**src/rtl/soc_system_btn_debounce.sv**
```systemverilog
// Push-button debounce and conditioning stage feeding the button PIO in_port.
//
// Raw key pins are synchronised through a 2-FF chain, then each channel is
// qualified against a shared tick prescaler: a new level must persist for
// DEBOUNCE_TICKS consecutive ticks before it reaches out_port. Registered
// one-cycle strobes flag press, release and long-press (LONG_TICKS ticks held).
//
// Ports:
//   clk            system clock, rising edge
//   reset          synchronous, active-high reset
//   in_raw         raw asynchronous key pins
//   out_port       debounced level, same polarity as in_raw
//   press_pulse    1-cycle strobe when out_port[i] becomes PRESS_LEVEL
//   release_pulse  1-cycle strobe when out_port[i] leaves PRESS_LEVEL
//   long_pulse     1-cycle strobe when a press has lasted LONG_TICKS ticks
module soc_system_btn_debounce #(
    parameter int unsigned WIDTH          = 2,
    parameter int unsigned TICK_DIV       = 50000,
    parameter int unsigned DEBOUNCE_TICKS = 20,
    parameter int unsigned LONG_TICKS     = 1000,
    parameter logic        PRESS_LEVEL    = 1'b0
) (
    input  logic             clk,
    input  logic             reset,
    input  logic [WIDTH-1:0] in_raw,
    output logic [WIDTH-1:0] out_port,
    output logic [WIDTH-1:0] press_pulse,
    output logic [WIDTH-1:0] release_pulse,
    output logic [WIDTH-1:0] long_pulse
);

    localparam int unsigned PW = (TICK_DIV > 1) ? $clog2(TICK_DIV) : 1;
    localparam int unsigned DW = $clog2(DEBOUNCE_TICKS) + 1;
    localparam int unsigned HW = $clog2(LONG_TICKS + 1);

    localparam logic [PW-1:0]    PcntMax  = PW'(TICK_DIV - 1);
    localparam logic [DW-1:0]    DcntMax  = DW'(DEBOUNCE_TICKS - 1);
    localparam logic [HW-1:0]    HcntTop  = HW'(LONG_TICKS);
    localparam logic [HW-1:0]    HcntLast = HW'(LONG_TICKS - 1);
    localparam logic [WIDTH-1:0] Released = {WIDTH{~PRESS_LEVEL}};

    typedef enum logic [1:0] {
        StReleasedStable,
        StPressQual,
        StPressedStable,
        StReleaseQual
    } btn_state_e;

    logic [WIDTH-1:0] s1_q, s2_q;
    logic [WIDTH-1:0] out_q, out_d;
    logic [WIDTH-1:0] press_q, press_d;
    logic [WIDTH-1:0] release_q, release_d;
    logic [WIDTH-1:0] long_q, long_d;
    logic [PW-1:0]    pcnt_q, pcnt_d;
    logic             tick;
    logic [DW-1:0]    dcnt_q [WIDTH];
    logic [DW-1:0]    dcnt_d [WIDTH];
    logic [HW-1:0]    hcnt_q [WIDTH];
    logic [HW-1:0]    hcnt_d [WIDTH];
    btn_state_e       state_q [WIDTH];
    btn_state_e       state_d [WIDTH];
    logic [WIDTH-1:0] mismatch;
    logic [WIDTH-1:0] qualify;

    // Shared prescaler; with TICK_DIV=1 the counter is stuck at 0 and tick is always 1.
    always_comb begin
        tick   = (pcnt_q == PcntMax);
        pcnt_d = tick ? '0 : pcnt_q + 1'b1;
    end

    always_comb begin
        mismatch  = '0;
        qualify   = '0;
        out_d     = out_q;
        press_d   = '0;
        release_d = '0;
        long_d    = '0;
        for (int i = 0; i < WIDTH; i++) begin
            dcnt_d[i]  = dcnt_q[i];
            hcnt_d[i]  = hcnt_q[i];
            state_d[i] = state_q[i];

            mismatch[i] = (s2_q[i] != out_q[i]);
            qualify[i]  = mismatch[i] && tick && (dcnt_q[i] == DcntMax);

            // Any cycle where the synchronised pin agrees restarts qualification.
            if (!mismatch[i]) begin
                dcnt_d[i] = '0;
            end else if (tick) begin
                dcnt_d[i] = qualify[i] ? '0 : dcnt_q[i] + 1'b1;
            end

            unique case (state_q[i])
                StReleasedStable, StPressQual: begin
                    if (!mismatch[i])     state_d[i] = StReleasedStable;
                    else if (qualify[i])  state_d[i] = StPressedStable;
                    else                  state_d[i] = StPressQual;
                end
                StPressedStable, StReleaseQual: begin
                    if (!mismatch[i])     state_d[i] = StPressedStable;
                    else if (qualify[i])  state_d[i] = StReleasedStable;
                    else                  state_d[i] = StReleaseQual;
                end
                default: state_d[i] = StReleasedStable;
            endcase

            // Debounced level is the registered decode of the channel state.
            out_d[i] = (state_d[i] == StPressedStable || state_d[i] == StReleaseQual)
                       ? PRESS_LEVEL : ~PRESS_LEVEL;

            press_d[i]   = qualify[i] && (s2_q[i] == PRESS_LEVEL);
            release_d[i] = qualify[i] && (s2_q[i] != PRESS_LEVEL);

            // Saturating hold counter: fires once on LONG_TICKS-1 -> LONG_TICKS.
            if (out_q[i] != PRESS_LEVEL) begin
                hcnt_d[i] = '0;
            end else if (tick && hcnt_q[i] < HcntTop) begin
                hcnt_d[i] = hcnt_q[i] + 1'b1;
            end
            long_d[i] = (out_q[i] == PRESS_LEVEL) && tick && (hcnt_q[i] == HcntLast);
        end
    end

    always_ff @(posedge clk) begin
        if (reset) begin
            s1_q      <= Released;
            s2_q      <= Released;
            out_q     <= Released;
            press_q   <= '0;
            release_q <= '0;
            long_q    <= '0;
            pcnt_q    <= '0;
            dcnt_q    <= '{default: '0};
            hcnt_q    <= '{default: '0};
            state_q   <= '{default: StReleasedStable};
        end else begin
            s1_q      <= in_raw;
            s2_q      <= s1_q;
            out_q     <= out_d;
            press_q   <= press_d;
            release_q <= release_d;
            long_q    <= long_d;
            pcnt_q    <= pcnt_d;
            dcnt_q    <= dcnt_d;
            hcnt_q    <= hcnt_d;
            state_q   <= state_d;
        end
    end

    assign out_port      = out_q;
    assign press_pulse   = press_q;
    assign release_pulse = release_q;
    assign long_pulse    = long_q;

endmodule

```
**config.mk**
```make
export PLATFORM = sky130hd
export DESIGN_NAME = soc_system_btn_debounce
export DESIGN_NICKNAME = d
export VERILOG_FILES = /design/src/rtl/soc_system_btn_debounce.sv
export SDC_FILE = /design/constraint.sdc
export NUM_CORES = 1
export LEC_CHECK = 0
export ABC_AREA = 1
export CAP_MARGIN = 20
export CORE_UTILIZATION = 45
export CTS_BUF_LIST = sky130_fd_sc_hd__clkbuf_16
export DETAILED_ROUTE_END_ITERATION = 10
export PLACE_DENSITY = 0.63
export SETUP_SLACK_MARGIN = 0.2
export SYNTH_ARGS = -nofsm -noshare
export SYNTH_HDL_FRONTEND = slang
export SYNTH_SLANG_ARGS = --single-unit
```
**constraint.sdc**
```tcl
create_clock -name clk -period 3.6 [get_ports clk]
set_input_delay 0.72 -clock clk [delete_from_list [all_inputs] [get_ports clk]]
set_output_delay 0.72 -clock clk [all_outputs]
set_load 0.005 [all_outputs]
```
==> key figures <==
Setup path
  • CP required: 2.88 ns
  • Buf/Inv on CP: 1
  • Top delay family on crit path: buffers and inverters
  • Startpoint Class: register
  • R2R depth: 8
  • Slowest stage delay, CP: 0.53 ns
  • Crit path cell chain: clkdlybuf4s50_1
  • Crit Path Max Fanout: 3
  • Worst Setup End Kind: output port
  • Worst EP arrival: approximately 1.3 ns
  • Critical Path Stages: 1
  • Slowest CP cell: clkdlybuf4s50_1
  • WS Path Type: reg2out

Power and ir drop
  • Worst VDD drop: 0.0002212 V
  • Leak Pwr: 1.364 nW
  • P per Cell Area: a little over 400 mW/mm^2
  • Overall power: 0.001463 W

Clock tree
  • Worst skew pair latency: 0.33 ns
  • Post-CTS resize count: 0
  • # H-tree levels: 3
  • Cts hold-fix bufs: 0
  • Root buf cell: clkbuf_16
  • Num CTS Buffers: 9
  • CTS tree: built
  • Worst-path clk slew: roughly 0.05 ns
  • Setup repair bufs after CTS: 0
  • # clock sinks: 62
  • Max Root-Sink Buffers: 2

Logic synthesis
  • Gate Count Post-Synth: between 400 and 500
  • FFs w/ async S/R, synth: 0%
  • Synthesized flop and latch total: 62
  • Post-synthesis sequential area ratio: 39.70%
  • Most used DFF post-synth: dfxtp_1
  • Ys Warns: 0
  • Synth area leaders: dfxtp_1 (40%), nand2_1 (16%), inv_1 (6.8%), nor2_1 (6.7%), a21oi_1 (5.6%)
  • Post-synth EDFFs: 0
  • Mapped Nets: 467
  • Library cells used by synthesis: 27
  • Dominant cell type by area after synthesis: dfxtp_1
  • Top-count cell post-synth: nand2_1
  • Mapped Area: 0.003127 sq mm
  • Syn Area/Cell: ~6.8 sq um
  • Area share of the largest cell type after synthesis: 39.70%
  • Post-synth top cells: nand2_1 (130), dfxtp_1 (62), inv_1 (57)

Detailed routing
  • DRC: 0
  • Antenna violation net count after detailed routing: 0
  • DR iter-0 viols: 92
  • Pre-Repair DR Iteration Count: 4
  • Total via count in the routed design: 2780
  • Wirelength per Cell: 11.09 microns
  • Vias per cell: approximately 5.0
  • Post-Route WL: 6200 microns

Placement
  • Post-DP HPWL: 4407 microns
  • Pre-CTS setup slack: 1.434 ns
  • Area after DPL: 0.003294 sq mm
  • Port buffer count: 11
  • Routability cong.: 0.9229

Timing
  • Final min period: 1.993 ns
  • Hold_ws: 0.4070 ns
  • Setup ws final: around 1.6 ns
  • Final period util: 55.36%
  • Worst-margin pin slew: 0.4220 ns
  • Slew Viols, Final: 0
  • Final hold vios: 0
  • Worst Skew: between 0.006 and 0.007 ns
  • Setup TNS Final: 0 ns
  • Final setup violation count: 0
  • Slew margin rel.: 71.80%
  • RSZ-0062 raised after global routing: no
  • Fmax: 501.8 MHz

Floorplan
  • Die footprint: 0.007285 sq mm
  • Num ports: 12
  • Initial Util: 46.28%
  • Die Ht: 85.36 microns
  • Die Wd: 85.36 microns
  • Placeable Area: around 0.0068 sq mm
  • Rows: 30

Finish
  • Share of cells above drive strength 1: about 6.7%
  • # diodes: 0
  • Area Overhead vs Synth: 13.61%
  • Fin nets: 483
  • Fill cells: 650
  • Fin area: 0.003552 sq mm

GRT
  • Largest net degree at the start of global routing: 17
  • Vias in the first global route: 2537
  • First-pass GRT wire length: ~11000 microns
  • Antenna violations before repair: 0
  • Grt total ovfl: 0
  • GRT Total Usage: approximately a fifth

Hold path
  • Worst Hold Class: reg2reg
  • Hold depth: 1

Outcome
  • Status: complete, no violations

Job
  • Max Cap Viol: 0
routing by layer:
layer  track usage, %  vias to the layer above  part of all wire [%]
li1                 -                     1483                     -
met1            23.52                     1255                    48
met2            31.45                       34                    47
met3            6.226                        8                   3.5
met4            5.909                        0                   1.3
met5                0                        -                     0
worst paths after layout:
path / start / to / slack [ns]
setup / recovery: out_port[0]$_SDFF_PP1_ / out_port[0] / 1.61
hold / removal: s1_q[1]$_SDFF_PP1_ / s2_q[1]$_SDFF_PP1_ / 0.41
setup reg to reg: pcnt_q[0]$_SDFF_PP0_ / pcnt_q[8]$_SDFF_PP0_ / 1.76
hold reg to reg: s1_q[1]$_SDFF_PP1_ / s2_q[1]$_SDFF_PP1_ / 0.41
metrics by stage:
step / instances / utilization (%)
detailed placement: 543 / 48.76
global route: 559 / 52.57
CTS: 559 / 52.57
global placement: 543 / 48.76
finish: 559 / 52.57
floorplan: 458 / -
state kept, by name, summed over array words and instances, names as in the netlist:
name / flops
s2_q: 2
hcnt_q: 20
press_pulse: 2
s1_q: 2
dcnt_q: 12
long_pulse: 2
out_port: 2
pcnt_q: 16
release_pulse: 2
state_q: 2
kinds of logic after synthesis:
group | synth area share, %
buffers and inverters | 8.804
and+or+nand+nor | 36.53
adders and majority gates | 2.001
AOI/OAI and AO/OA | 7.923
xor gates and xnor gates | 5.042
DFF | 39.70
where the power goes:
group	internal [W]	leakage, nW	switching [W]	total (W)
Combinational	0.00000759	0.725	0.0000106	0.0000181
Sequential	0.000692	0.501	0.00000280	0.000695
Clock	0.000453	0.137	0.000297	0.000750
layout make-up:
| cell class | count | area [sq um] | share of cell area, % |
|---|---|---|---|
| multi-input combinational | 328 | 1610 | 45.33 |
| sequential | 62 | 1241 | 34.94 |
| inverter | 62 | 232.7 | 6.552 |
| clock buffer | 9 | 225.2 | 6.340 |
| timing repair buffer | 11 | 110.1 | 3.100 |
| tap | 80 | 100.1 | 2.818 |
| clock inverter | 7 | 32.53 | 0.9158 |
layout by cell type (no fill, tap or decap), drive strengths merged:
cell type      Yosys  routed
nand3             30      30
o21ai             10      10
nand4             15      15
clkinv             2       8
nor4               1       1
dfxtp             62      62
nand2            134     134
xnor2              6       6
clkdlybuf4s50      0      11
or2                4       4
clkbuf             2       9
xor2              12      12
inv               60      61
a21oi             35      35
o211ai             3       3
nand3b             5       5
ha                 5       5
nor3               6       6
nor2              62      62
No activity file was read; power rests on OpenSTA's default activity.
